--- config.mk ---
export PLATFORM = sky130hd
export DESIGN_NAME = uart_tx_arbiter
export DESIGN_NICKNAME = d
export VERILOG_FILES = /design/src/rtl/uart_tx_arbiter.sv
export SDC_FILE = /design/constraint.sdc
export NUM_CORES = 1
export LEC_CHECK = 0
export CORE_UTILIZATION = 48
export DETAILED_ROUTE_END_ITERATION = 8
export PLACE_DENSITY = 0.8
export SYNTH_ARGS = -nofsm -noshare
export SYNTH_HDL_FRONTEND = slang
export SYNTH_SLANG_ARGS = --single-unit
export TNS_END_PERCENT = 5
--- constraint.sdc ---
create_clock -name clk -period 2 [get_ports clk]
set_input_delay 0.3 -clock clk [delete_from_list [all_inputs] [get_ports clk]]
set_output_delay 0.3 -clock clk [all_outputs]
set_load 0.02 [all_outputs]
--- src/rtl/uart_tx_arbiter.sv ---
// ============================================================================
// Module      : uart_tx_arbiter
// Description : Round-robin, packet-locked arbiter feeding one UART transmitter,
//               with a per-byte watchdog that aborts stalled packets.
// Revision    : 1.0 - initial release
// ============================================================================
`default_nettype none

module uart_tx_arbiter #(
    parameter int N_REQ   = 4,
    parameter int TIMEOUT = 8191
) (
    input  logic                                clk,
    input  logic                                rst_n,
    input  logic [N_REQ-1:0]                    req,
    input  logic [8*N_REQ-1:0]                  req_data,
    input  logic [N_REQ-1:0]                    req_last,
    output logic [N_REQ-1:0]                    req_ack,
    output logic                                tx_start,
    output logic [7:0]                          tx_data,
    input  logic                                tx_done,
    output logic [((N_REQ > 1) ? $clog2(N_REQ) : 1)-1:0] owner,
    output logic                                owner_valid,
    output logic                                timeout_err
);

    localparam int IDX_W = (N_REQ > 1) ? $clog2(N_REQ) : 1;
    localparam int TMR_W = (TIMEOUT > 1) ? $clog2(TIMEOUT) : 1;

    localparam logic [IDX_W:0]   C_N_REQ    = (IDX_W+1)'(N_REQ);
    localparam logic [IDX_W-1:0] C_LAST_IDX = IDX_W'(N_REQ - 1);
    localparam logic [TMR_W-1:0] C_TMR_LAST = TMR_W'(TIMEOUT - 1);

    typedef enum logic [1:0] {
        S_IDLE = 2'd0,
        S_LOAD = 2'd1,
        S_WAIT = 2'd2
    } state_t;

    state_t             r_state;
    logic [IDX_W-1:0]   r_rr_ptr;
    logic [IDX_W-1:0]   r_owner;
    logic               r_owner_valid;
    logic               r_last_flag;
    logic [TMR_W-1:0]   r_timer;
    logic               r_tx_start;
    logic [7:0]         r_tx_data;
    logic [N_REQ-1:0]   r_req_ack;
    logic               r_timeout_err;

    logic [IDX_W:0]     w_sum;
    logic [IDX_W-1:0]   w_grant_idx;
    logic               w_any_req;
    logic               w_own_req;
    logic [7:0]         w_own_data;
    logic               w_own_last;
    logic [N_REQ-1:0]   w_own_onehot;
    logic [IDX_W-1:0]   w_owner_next;
    logic               w_tmr_expired;

    // Walk from the highest offset down so the lowest offset from rr_ptr wins.
    always_comb begin
        w_sum       = '0;
        w_grant_idx = '0;
        w_any_req   = 1'b0;
        for (int i = N_REQ - 1; i >= 0; i--) begin
            w_sum = {1'b0, r_rr_ptr} + (IDX_W+1)'(i);
            if (w_sum >= C_N_REQ) begin
                w_sum = w_sum - C_N_REQ;
            end
            if (req[w_sum[IDX_W-1:0]]) begin
                w_grant_idx = w_sum[IDX_W-1:0];
                w_any_req   = 1'b1;
            end
        end
    end

    always_comb begin
        w_own_req    = 1'b0;
        w_own_data   = 8'h00;
        w_own_last   = 1'b0;
        w_own_onehot = '0;
        for (int i = 0; i < N_REQ; i++) begin
            if (r_owner == IDX_W'(i)) begin
                w_own_req       = req[i];
                w_own_data      = req_data[8*i +: 8];
                w_own_last      = req_last[i];
                w_own_onehot[i] = 1'b1;
            end
        end
    end

    assign w_owner_next  = (r_owner == C_LAST_IDX) ? '0 : r_owner + IDX_W'(1);
    assign w_tmr_expired = (r_timer == C_TMR_LAST);

    always_ff @(posedge clk or negedge rst_n) begin
        if (!rst_n) begin
            r_state       <= S_IDLE;
            r_rr_ptr      <= '0;
            r_owner       <= '0;
            r_owner_valid <= 1'b0;
            r_last_flag   <= 1'b0;
            r_timer       <= '0;
            r_tx_start    <= 1'b0;
            r_tx_data     <= 8'h00;
            r_req_ack     <= '0;
            r_timeout_err <= 1'b0;
        end else begin
            r_tx_start    <= 1'b0;
            r_req_ack     <= '0;
            r_timeout_err <= 1'b0;

            case (r_state)
                S_IDLE: begin
                    if (w_any_req) begin
                        r_owner       <= w_grant_idx;
                        r_owner_valid <= 1'b1;
                        r_timer       <= '0;
                        r_state       <= S_LOAD;
                    end
                end

                S_LOAD: begin
                    if (w_own_req) begin
                        r_tx_data   <= w_own_data;
                        r_tx_start  <= 1'b1;
                        r_req_ack   <= w_own_onehot;
                        r_last_flag <= w_own_last;
                        r_timer     <= '0;
                        r_state     <= S_WAIT;
                    end else if (w_tmr_expired) begin
                        r_timeout_err <= 1'b1;
                        r_owner_valid <= 1'b0;
                        r_rr_ptr      <= w_owner_next;
                        r_timer       <= '0;
                        r_state       <= S_IDLE;
                    end else begin
                        r_timer <= r_timer + TMR_W'(1);
                    end
                end

                S_WAIT: begin
                    if (tx_done) begin
                        // Restart the watchdog so each byte gets its full budget.
                        r_timer <= '0;
                        if (r_last_flag) begin
                            r_owner_valid <= 1'b0;
                            r_rr_ptr      <= w_owner_next;
                            r_state       <= S_IDLE;
                        end else begin
                            r_state <= S_LOAD;
                        end
                    end else if (w_tmr_expired) begin
                        r_timeout_err <= 1'b1;
                        r_owner_valid <= 1'b0;
                        r_rr_ptr      <= w_owner_next;
                        r_timer       <= '0;
                        r_state       <= S_IDLE;
                    end else begin
                        r_timer <= r_timer + TMR_W'(1);
                    end
                end

                default: begin
                    r_owner_valid <= 1'b0;
                    r_timer       <= '0;
                    r_state       <= S_IDLE;
                end
            endcase
        end
    end

    assign req_ack     = r_req_ack;
    assign tx_start    = r_tx_start;
    assign tx_data     = r_tx_data;
    assign owner       = r_owner;
    assign owner_valid = r_owner_valid;
    assign timeout_err = r_timeout_err;

endmodule

`default_nettype wire

Yosys cells after proc, flatten, opt, wreduce, memory -nomap -nowiden. Cells that the tools add are included.

Input bits: 43. Latch bits: 0. Bits in read-only memories: 0. Memories kept: 0. Output and inout port bits: 17. Logic and storage cells: 110. Register bits after elaboration: 35. Memory bits (writable): 0.

Order comparisons: 8. Bitwise operators: 0. Muxes and demuxes: 67. Shift-type cells: 0. $mul: 0. Add/sub/neg operators: 9. Eq/ne operators: 9. Divide/modulo/power cells: 0. Reductions and logical operators: 7.

Operators with widths (count): $mux 13 (4); $pmux 13 s3 (1); $mux 2 (17); $mux 8 (4); $mux 1 (31); $add 13x1->13 const B (1); $eq 13x13->1 const B (1); $lt 2x3->1 const B (4); $ge 3x3->1 const B (3); $bmux 1 s2 (4); $mux 4 (2); $sub 2x1->2 const B (4); $add 2x2->3 const B (2); $eq 2x2->1 const B (3); $pmux 2 s3 (1); $reduce_and 3->1 (2); $eq 2x1->1 const B (2); $logic_not 2->1 (2); $ne 2x2->1 const B (2); $pmux 2 s2 (1); $reduce_and 2->1 (2); $add 2x1->3 const B (1); $ge 2x3->1 const B (1); $ne 3x3->1 const B (1); 4 further kinds (4).

Logic depth before layout (Yosys ltp). Gate-level depths: netlist of the first run.

Word-level depth: 11. Depth in mapped cells: 8. Depth with buffers taken out: 7.

Worst setup path before layout of the first run. OpenSTA, ideal clock, no wires.

Path type: flip-flop to flip-flop. Start: register r_owner[1] (netlist: owner[1]). End: register r_rr_ptr[1]. Library setup time: 0.127 ns. Stages on the path, launching flop included: 8. Period minus slack after synthesis: 1.951 ns. Slack: 0.049 ns. Path buffers: 0. Arrival: 1.824 ns. Path through: dfrtp_1 inv_1 ha_1 nand3b_1 a221oi_2 o21ai_2 nand2_1 mux2_1.

Cells in the longest elaborated chain, start to end: 7. Elaborated cells on any way between the ends: 17. Those cells by class: 1 x add/sub; 4 x eq/ne; 10 x mux; 2 x reduce/logical.

Ends and longest elaborated chain: from (decl) (line 42) `logic [IDX_W-1:0] r_owner;`; from (signal assigned) (line 116) `r_owner <= w_grant_idx;`; $logic_not 2->1 (line 84) `if (r_owner == IDX_W'(i)) begin`; $mux 1 (4 in series) (line 84); $ne 2x2->1 (no source line); $reduce_and 3->1 (no source line); to (signal assigned) (line 134) `r_rr_ptr <= w_owner_next;`; to (signal assigned) (line 148) `r_rr_ptr <= w_owner_next;`; to (signal assigned) (line 156) `r_rr_ptr <= w_owner_next;`; to (decl) (line 41) `logic [IDX_W-1:0] r_rr_ptr;`.

Several ways; a longest one is shown, not always the timed one. The select of a mux whose other input is x is not followed. A chain may end at the register's enable or synchronous reset.

Worst setup path after layout of the first run.
Start: register r_owner[1] (netlist: owner[1]). End: register r_timer[7].

Cells in the longest elaborated chain, start to end: 7. Elaborated cells on any way between the ends: 10. Those cells by class: 3 x eq/ne; 6 x mux; 1 x reduce/logical.

Ends and longest elaborated chain: $logic_not 2->1 (line 84); $mux 1 (3 in series) (line 84); $mux 1 (*) (line 84); $mux 13 (*) (line 124) `if (w_own_req) begin`; $pmux 13 s3 (*) (line 113) `case (r_state)`; to (signal assigned) (line 138) `r_timer <= r_timer + TMR_W'(1);`; to (signal assigned) (line 160) `r_timer <= r_timer + TMR_W'(1);`; to (decl) (line 45) `logic [TMR_W-1:0] r_timer;`.

Every way passes the cells marked *; elsewhere a longest branch is shown, timed or not.

==> results of run 1 <==
[layer usage]
| layer | wire [um] | up-vias |
|---|---|---|
| li1 | - | 1040 |
| met1 | 2340 | 966 |
| met2 | 2612 | 58 |
| met3 | 291 | 5 |
| met4 | 53 | 0 |
| met5 | 0 | - |
[flip-flops by register name, summed over array words and instances (netlist names)]
signal / count
owner: 2
timeout_err: 1
owner_valid: 1
r_rr_ptr: 2
r_timer: 13
req_ack: 4
tx_start: 1
tx_data: 8
r_state: 2
r_last_flag: 1
[cell usage in the layout, fill, tap and decap left out, types with 8 or more instances in the layout]
master | Yosys | final
clkdlybuf4s50_1 | 0 | 59
dfrtp_1 | 35 | 35
nand2_1 | 34 | 34
nor2_1 | 21 | 21
o21ai_0 | 19 | 19
buf_4 | 2 | 17
a21oi_1 | 13 | 13
nor3_1 | 11 | 11
inv_1 | 10 | 10
o21ai_1 | 10 | 10
nand3_1 | 9 | 9
a221oi_1 | 9 | 9
ha_1 | 10 | 9
and2_1 | 8 | 8
a32oi_1 | 9 | 8
[path summary, 6_finish.rpt]
| check | from | endpoint | slack, ps | cells after the start |
|---|---|---|---|---|
| worst max-delay path | owner[1]$_DFFE_PN0P_ | r_timer[7]$_DFFE_PN0P_ | 90 | 8 |
| worst min-delay path | rst_n | r_state[0]$_DFFE_PN0P_ | 440 | 2 |
| worst max register to register | owner[1]$_DFFE_PN0P_ | r_timer[7]$_DFFE_PN0P_ | 90 | 8 |
| worst min register to register | tx_data[0]$_DFFE_PN0P_ | tx_data[0]$_DFFE_PN0P_ | 480 | 2 |
| max in group asynchronous | rst_n | r_rr_ptr[1]$_DFFE_PN0P_ | 1250 | 2 |
| min in group clk | tx_data[0]$_DFFE_PN0P_ | tx_data[0]$_DFFE_PN0P_ | 480 | 2 |
[stage by stage]
| step | utilization (%) | instance area [um^2] | power (mW) | hold WS, ps | cells |
|---|---|---|---|---|---|
| 4_1_cts | 71.01 | 2943 | 3.412 | 453.2 | 368 |
| 3_3_place_gp | 68.93 | 2856 | 2.861 | 462.9 | 360 |
| 6_report | 71.98 | 2983 | 3.453 | 438.3 | 370 |
| 3_5_place_dp | 68.93 | 2856 | 2.907 | 475.0 | 360 |
| 5_1_grt | 71.98 | 2983 | 3.723 | 499.1 | 370 |
| 2_1_floorplan | - | 2155 | 2.211 | 4.409 | 248 |
[cell families (layout without fill, tap and decap cells)]
| group | Yosys count | count (layout) | synth area share [%] |
|---|---|---|---|
| buffers and inverters | 24 | 96 | 5.807 |
| and+or+nand+nor | 102 | 102 | 23.35 |
| muxes | 3 | 3 | 1.510 |
| DFF | 35 | 35 | 40.65 |
| adders and majority gates | 10 | 10 | 5.807 |
| AOI/OAI and AO/OA | 74 | 74 | 22.88 |
[cell type report]
| class | instances | area share (%) |
|---|---|---|
| clock buffers | 5 | 2.307 |
| clock inverters | 3 | 0.5034 |
| inverters | 11 | 1.510 |
| multi-input cells | 189 | 39.47 |
| flip-flops and latches | 35 | 29.36 |
| well taps | 50 | 2.097 |
| repair buffers | 77 | 24.75 |
[where the power goes]
part	total [mW]	internal, mW	switching (mW)
logic	1.95	0.883	1.07
clock network	0.487	0.238	0.249
registers	1.02	0.888	0.129
[worst reg2reg max path, delay by kind of cell, from the launching register on]
family	cells	cell delay, ps
compound gates	4	730
flops	1	400
buf+inv	2	260
simple gates	1	200
fa+ha+maj	1	200
[timing repair]
action,4_1_cts,5_1_grt
resized for setup,1,4
setup buffers,0,2
endpoints found under the hold margin,0,0
pin swaps,0,2
setup endpoints to repair,9,20
==> flow_metrics.py, run 1 <==
metrics = {
    "power": {
        "vdd.ir_drop.worst_v": 0.0006696,
        "p_leak_nw": 1.248,
        "p_per_area_mw_per_mm2": 1158,
    },
    "sta": {
        "final.setup.tns_ps": 0,
        "max_freq_mhz": 523.4,
        "period_share_pct": 95.54,
        "worstMarginPinSlew_ps": 517.1,
        "setup_violations": 0,
        "skew_ps": 3.550,
        "finalHoldViolCount": 0,
        "period_needed_ps": 1911,
        "setup_ws_ps": 89.26,
        "relSlewSlack_pct": 65.49,
        "finalMaxSlewViolations": 0,
    },
    "critical_path": {
        "cp_cell_sequence": "inv_1 -> ha_2 -> nand3b_1 -> a221oi_4 -> o21ai_2 -> buf_4 -> a32oi_1 -> o21ai_1",
        "slowest_delay_ps": 400,
        "path_buf_inv": 2,
        "critPathTopFamily": "compound AO/OA/AOI/OAI gates",
        "critical_path_arrival_ps": 2080,
        "required_ps": 2170,
        "critPathKind": "flop to flop",
        "critPathLaunchType": "flop",
        "path_max_fanout": 6,
        "cp-end-kind": "flop",
        "worst_path_max_delay_cell": "dfrtp_1",
    },
    "synth": {
        "synth-edff-count": 0,
        "yosys_warnings": 0,
        "ys_seq_area_share_pct": 40.65,
        "synth_cell_types": 44,
        "synthesis.area_mm2": 0.002155,
        "syn-num-nets": 301,
        "synth_cells": 248,
        "yosys.area.top_type_share_pct": 40.65,
        "ys_top_cells_by_area": "dfrtp_1 (41%), nand2_1 (5.9%), ha_1 (5.8%)",
        "synth_most_common_cell": "dfrtp_1",
        "ys_seq_elements": 35,
        "synth_top_cell_by_area": "dfrtp_1",
        "synth-main-ff-cell": "dfrtp_1",
        "avgSynthCellArea_um2": 8.688,
        "synth_common_cells": "dfrtp_1 (35), nand2_1 (34), nor2_1 (21), o21ai_0 (19), a21oi_1 (13)",
        "synth-async-reset-ratio_pct": 100.0,
    },
    "layout": {
        "areaGrowthSynthToFinish_pct": 38.44,
        "layout-drive-gt1-share_pct": 11.56,
        "regArea_um2": 875.8,
        "nets": 372,
        "num_antenna_cells": 0,
        "multi_input_area_mm2": 0.001177,
        "fillers": 328,
    },
    "placement": {
        "dp_slack_ps": -78.79,
        "dp_hpwl_mm": 4.121,
        "port_buffers": 59,
        "gp_congestion": 0.8153,
    },
    "floorplan": {
        "dieWidth_um": 69.00,
        "die_y_um": 69.00,
        "dieArea_mm2": 0.004760,
        "rows": 23,
        "io_pins": 60,
        "core-area_mm2": 0.004144,
        "initial_core_util_pct": 51.99,
    },
    "clock_tree": {
        "hold_buffers": 0,
        "clkLatencyLatePin_ps": 280,
        "clkTransAtPathRegs_ps": 70,
        "clock_path_buffers": 2,
        "root_buffer": "clkbuf_8",
        "cts.sinks": 35,
        "h-tree-depth": 2,
        "cts_tree": "yes",
        "cts-buffers-inserted": 5,
    },
    "drt": {
        "wl_mm": 5.298,
        "post-route-drc-count": 0,
        "ant_nets": 0,
        "vias": 2069,
        "firstDrtPassIters": 4,
        "first_iter_violations": 111,
        "viasPerCell": 5.592,
        "drt-wirelength-per-cell_um": 14.32,
    },
    "global_route": {
        "use_met1_pct": 30.46,
        "antenna_found_initial": 0,
        "use_met2_pct": 44.90,
        "grt_pass1_wl_mm": 8.907,
        "grtUsageMet3_pct": 5.757,
        "grt_max_degree": 36,
        "grt-busiest-layer": "met2",
        "grt_pass1_vias": 2032,
        "track_usage_pct": 25.43,
        "grt_overflow": 0,
    },
    "min_path": {
        "min_path_type": "primary input to asynchronous set/reset pin",
    },
    "outcome": {
        "status": "finished, final reports clean",
    },
    "job": {
        "maxCapViolations": 0,
    },
}
Power figures use the tool's default switching activity.
==> run 2: changes to the inputs <==
--- a/config.mk
+++ b/config.mk
@@ -5,9 +5,9 @@
 export SDC_FILE = /design/constraint.sdc
 export NUM_CORES = 1
 export LEC_CHECK = 0
-export CORE_UTILIZATION = 48
+export CORE_UTILIZATION = 45
 export DETAILED_ROUTE_END_ITERATION = 8
-export PLACE_DENSITY = 0.8
+export PLACE_DENSITY = 0.76
 export SYNTH_ARGS = -nofsm -noshare
 export SYNTH_HDL_FRONTEND = slang
 export SYNTH_SLANG_ARGS = --single-unit
==> flow_metrics.py, run 2 (same netlist as run 1, synthesis figures left out) <==
metrics = {
    "min_path": {
        "min_path_type": "primary input to asynchronous set/reset pin",
    },
    "power": {
        "p_leak_nw": 1.252,
        "vdd.ir_drop.worst_v": 0.0007227,
        "p_per_area_mw_per_mm2": 1172,
    },
    "layout": {
        "layout_common_cells": "clkdlybuf4s50_1 (58), dfrtp_1 (35), nand2_1 (33)",
        "largest_reg_flops": 13,
        "layout.cells.non_filler": 372,
        "final_common_cell": "clkdlybuf4s50_1",
        "num_antenna_cells": 0,
        "nets": 372,
        "layout-drive-gt1-share_pct": 11.88,
        "areaGrowthSynthToFinish_pct": 38.79,
        "largest_register": "r_timer",
    },
    "sta": {
        "relSlewSlack_pct": 46.32,
        "worstMarginPinSlew_ps": 805.2,
        "skew_ps": 5.942,
        "finalMaxSlewViolations": 0,
        "period_needed_ps": 1921,
        "setup_ws_ps": 78.66,
        "setup_violations": 0,
        "finalHoldViolCount": 0,
        "max_freq_mhz": 520.5,
        "period_share_pct": 96.07,
    },
    "critical_path": {
        "critical_path_arrival_ps": 2080,
        "cp-end-kind": "flop",
        "critPathLaunchType": "flop",
        "path_max_fanout": 13,
        "r2r_slack_ps": 80,
        "required_ps": 2160,
        "critPathKind": "flop to flop",
    },
    "drt": {
        "post-route-drc-count": 1,
        "first_iter_violations": 88,
        "viasPerCell": 5.602,
        "drt-wirelength-per-cell_um": 14.31,
        "vias": 2084,
        "ant_nets": 0,
        "firstDrtPassIters": 6,
        "wl_mm": 5.325,
    },
    "global_route": {
        "track_usage_pct": 22.74,
        "antenna_found_initial": 0,
        "grt_pass1_vias": 2022,
        "grt_overflow": 0,
        "grt_pass1_wl_mm": 9.039,
        "grt_max_degree": 36,
    },
    "clock_tree": {
        "cts.sinks": 35,
        "clkTransAtPathRegs_ps": 70,
        "cts_setup_buffers": 0,
        "cts-buffers-inserted": 5,
        "cts_tree": "yes",
        "root_buffer": "clkbuf_8",
        "h-tree-depth": 2,
        "clkLatencyLatePin_ps": 280,
        "hold_buffers": 0,
        "clock_path_buffers": 2,
    },
    "placement": {
        "dp_slack_ps": -86.03,
        "port_buffers": 59,
        "dp_hpwl_mm": 3.991,
        "gp_congestion": 0.9109,
        "dp.cells": 364,
    },
    "outcome": {
        "violations": "DRC",
        "status": "finished with violations",
    },
    "floorplan": {
        "die_y_um": 71.20,
        "dieArea_mm2": 0.005069,
        "core-area_mm2": 0.004474,
        "rows": 24,
        "initial_core_util_pct": 48.15,
        "dieWidth_um": 71.20,
        "io_pins": 60,
    },
    "job": {
        "maxCapViolations": 0,
    },
}
[run 2: cell count changes in the layout (fill, tap and decap cells not counted), sizes merged]
cell,previous run,this run
clkbuf,5,8
clkinv,3,0
clkdlybuf4s50,59,58
buf,18,19
[run 2: repair_timing]
item	4_1_cts	5_1_grt
pin swaps	0	1
hold endpoints to repair	0	0
resized for setup	2	7
endpoints found under the setup margin	5	10
[run 2: per-stage QoR]
stage / TNS (ps) / hold WS [ps] / power (mW) / util (%) / area, um^2
after floorplan: 0 / 4.409 / 2.211 / - / 2155
after global placement: -115.9 / 427.0 / 2.846 / 63.84 / 2856
after detailed placement: -482.9 / 441.5 / 2.890 / 63.84 / 2856
after CTS: 0 / 133.9 / 3.478 / 66.19 / 2962
after global routing: -5.945 / 165.1 / 3.775 / 66.83 / 2990
final: 0 / 102.0 / 3.504 / 66.83 / 2990
[run 2: worst max-delay path, cell delays in order (launching register included)]
cell,delay [ps]
dfrtp_1,380
inv_1,70
ha_1,220
nand3b_1,210
a221oi_4,350
o21ai_2,130
buf_6,160
a32oi_1,190
o21ai_1,90
[run 2: layout make-up]
type / count / area, um^2
flip-flops and latches: 35 / 875.8
fillers: 366 / 1484
clock buffers: 8 / 100.1
inverters: 11 / 45.04
multi-input cells: 189 / 1180
repair buffers: 77 / 724.4
well taps: 52 / 65.06
[run 2: layer usage]
| metal | part of all wire (%) | global-route usage (%) |
|---|---|---|
| met5 | 0 | 0 |
| met4 | 1.5 | 7.111 |
| met2 | 48 | 39.05 |
| met1 | 45 | 27.86 |
| met3 | 5.4 | 5.983 |
[run 2: worst paths after layout]
check                                       start                       to  depth (start not counted)
max                          owner[1]$_DFFE_PN0P_   r_timer[4]$_DFFE_PN0P_                          8
min                                         rst_n  owner_valid$_DFFE_PN0P_                          1
max reg2reg                  owner[1]$_DFFE_PN0P_   r_timer[4]$_DFFE_PN0P_                          8
min reg2reg                tx_data[5]$_DFFE_PN0P_   tx_data[5]$_DFFE_PN0P_                          2
max in group asynchronous                   rst_n     req_ack[2]$_DFF_PN0_                          1
min in group clk           tx_data[5]$_DFFE_PN0P_   tx_data[5]$_DFFE_PN0P_                          2
[run 2: report_power, final]
part           internal [mW]  total (mW)  switching (mW)
Combinational          0.862        1.93            1.07
Sequential             0.887        1.00           0.117
Clock                  0.315       0.567           0.253
==> run 3: changes to the inputs <==
--- a/config.mk
+++ b/config.mk
@@ -8,6 +8,7 @@
 export CORE_UTILIZATION = 45
 export DETAILED_ROUTE_END_ITERATION = 8
 export PLACE_DENSITY = 0.76
+export RECOVER_POWER = 100
 export SYNTH_ARGS = -nofsm -noshare
 export SYNTH_HDL_FRONTEND = slang
 export SYNTH_SLANG_ARGS = --single-unit
==> flow_metrics.py, run 3 (same netlist as run 1, synthesis figures left out) <==
metrics = {
    "outcome": {
        "status": "finished with violations",
        "violations": "DRC",
    },
    "clock_tree": {
        "cts_setup_buffers": 0,
        "cts.sinks": 35,
        "h-tree-depth": 2,
        "cts_tree": "yes",
        "clkLatencyLatePin_ps": 280,
        "root_buffer": "clkbuf_8",
        "clock_path_buffers": 2,
        "clkTransAtPathRegs_ps": 70,
        "cts-buffers-inserted": 5,
        "hold_buffers": 0,
    },
    "layout": {
        "largest_reg_flops": 13,
        "final_area_mm2": 0.002987,
        "areaGrowthSynthToFinish_pct": 38.62,
        "fillers": 366,
        "final_common_cell": "clkdlybuf4s50_1",
        "nets": 372,
        "largest_register": "r_timer",
        "layout_common_cells": "clkdlybuf4s50_1 (40), dfrtp_1 (35), nand2_1 (33)",
        "layout.cells.non_filler": 372,
        "utilization_pct": 66.75,
        "num_antenna_cells": 0,
        "layout-drive-gt1-share_pct": 11.56,
    },
    "placement": {
        "placed_cell_area_mm2": 0.002856,
        "port_buffers": 59,
        "dp_hpwl_mm": 3.991,
        "gp_congestion": 0.9109,
        "dp.cells": 364,
        "dp_slack_ps": -86.03,
    },
    "power": {
        "p_per_area_mw_per_mm2": 1155,
        "total_power_mw": 3.449,
        "vdd.ir_drop.worst_v": 0.0007114,
        "p_leak_nw": 1.286,
    },
    "sta": {
        "skew_ps": 5.235,
        "period_share_pct": 95.81,
        "final.setup.tns_ps": 0,
        "period_needed_ps": 1916,
        "finalMaxSlewViolations": 0,
        "worstMarginPinSlew_ps": 903.6,
        "relSlewSlack_pct": 39.76,
        "finalHoldViolCount": 0,
        "max_freq_mhz": 521.8,
        "setup_violations": 0,
        "hold_ws_ps": 134.8,
        "setup_ws_ps": 83.72,
    },
    "floorplan": {
        "dieArea_mm2": 0.005069,
        "initial_core_util_pct": 48.15,
        "rows": 24,
        "io_pins": 60,
        "core-area_mm2": 0.004474,
        "dieWidth_um": 71.20,
        "die_y_um": 71.20,
    },
    "critical_path": {
        "r2r-end": "r_timer[4]$_DFFE_PN0P_",
        "critical_path_arrival_ps": 2080,
        "worstRegToRegCells": 8,
        "cp-end-kind": "flop",
        "r2r_slack_ps": 80,
        "critPathKind": "flop to flop",
        "path_max_fanout": 13,
        "critPathLaunchType": "flop",
        "r2r_start": "owner[1]$_DFFE_PN0P_",
        "required_ps": 2160,
    },
    "drt": {
        "first_iter_violations": 82,
        "ant_nets": 0,
        "drt-wirelength-per-cell_um": 14.37,
        "wl_mm": 5.347,
        "post-route-drc-count": 1,
        "firstDrtPassIters": 6,
        "vias": 2085,
        "viasPerCell": 5.605,
    },
    "global_route": {
        "track_usage_pct": 22.74,
        "grt_pass1_vias": 2022,
        "antenna_found_initial": 0,
        "grt_pass1_wl_mm": 9.039,
        "grt_max_degree": 36,
        "grt_overflow": 0,
    },
    "min_path": {
        "min_path_type": "primary input to asynchronous set/reset pin",
    },
    "job": {
        "maxCapViolations": 0,
    },
}
==> run 3: worst max-delay path, cell delays in order (launching register included) <==
cell      delay [ps]
dfrtp_1          380
inv_1             70
ha_1             220
nand3b_1         210
a221oi_4         350
o21ai_2          130
buf_6            170
a32oi_1          180
o21ai_1           90
==> run 3: how the worst max path moves through the flow <==
stage / slack, ps / end / from / depth (start not counted)
after floorplan: 50 / r_rr_ptr[1]$_DFFE_PN0P_ / owner[1]$_DFFE_PN0P_ / 7
after global placement: -30 / r_timer[3]$_DFFE_PN0P_ / req[1] / 7
after detailed placement: -90 / r_timer[3]$_DFFE_PN0P_ / req[1] / 7
after CTS: 9 / r_timer[3]$_DFFE_PN0P_ / owner[1]$_DFFE_PN0P_ / 8
after global routing: -4 / r_timer[4]$_DFFE_PN0P_ / owner[1]$_DFFE_PN0P_ / 8
final: 80 / r_timer[4]$_DFFE_PN0P_ / owner[1]$_DFFE_PN0P_ / 8
==> run 3: per-layer routing <==
metal | GRT usage (%) | wire length (um) | vias up
li1 | - | - | 1046
met1 | 27.86 | 2405 | 972
met2 | 39.05 | 2576 | 57
met3 | 5.983 | 285 | 10
met4 | 7.111 | 79 | 0
met5 | 0 | 0 | -
==> run 3: report_power, final <==
group | total, mW | internal [mW] | switching [mW] | leakage, nW
Clock | 0.566 | 0.315 | 0.251 | 0.0515
Sequential | 0.999 | 0.887 | 0.112 | 0.467
Combinational | 1.88 | 0.812 | 1.07 | 0.767
Total | 3.45 | 2.01 | 1.43 | 1.29
==> run 3: area by class of cell <==
type | instances | area, um^2 | share of cell area (%)
inverters | 11 | 45.04 | 1.508
multi-input cells | 189 | 1180 | 39.51
clock buffers | 8 | 100.1 | 3.351
flip-flops and latches | 35 | 875.8 | 29.33
well taps | 52 | 65.06 | 2.178
repair buffers | 77 | 720.7 | 24.13
==> run 3: what timing repair did <==
action	CTS	global route
resized for setup	2	7
setup endpoints to repair	5	10
pin swaps	0	1
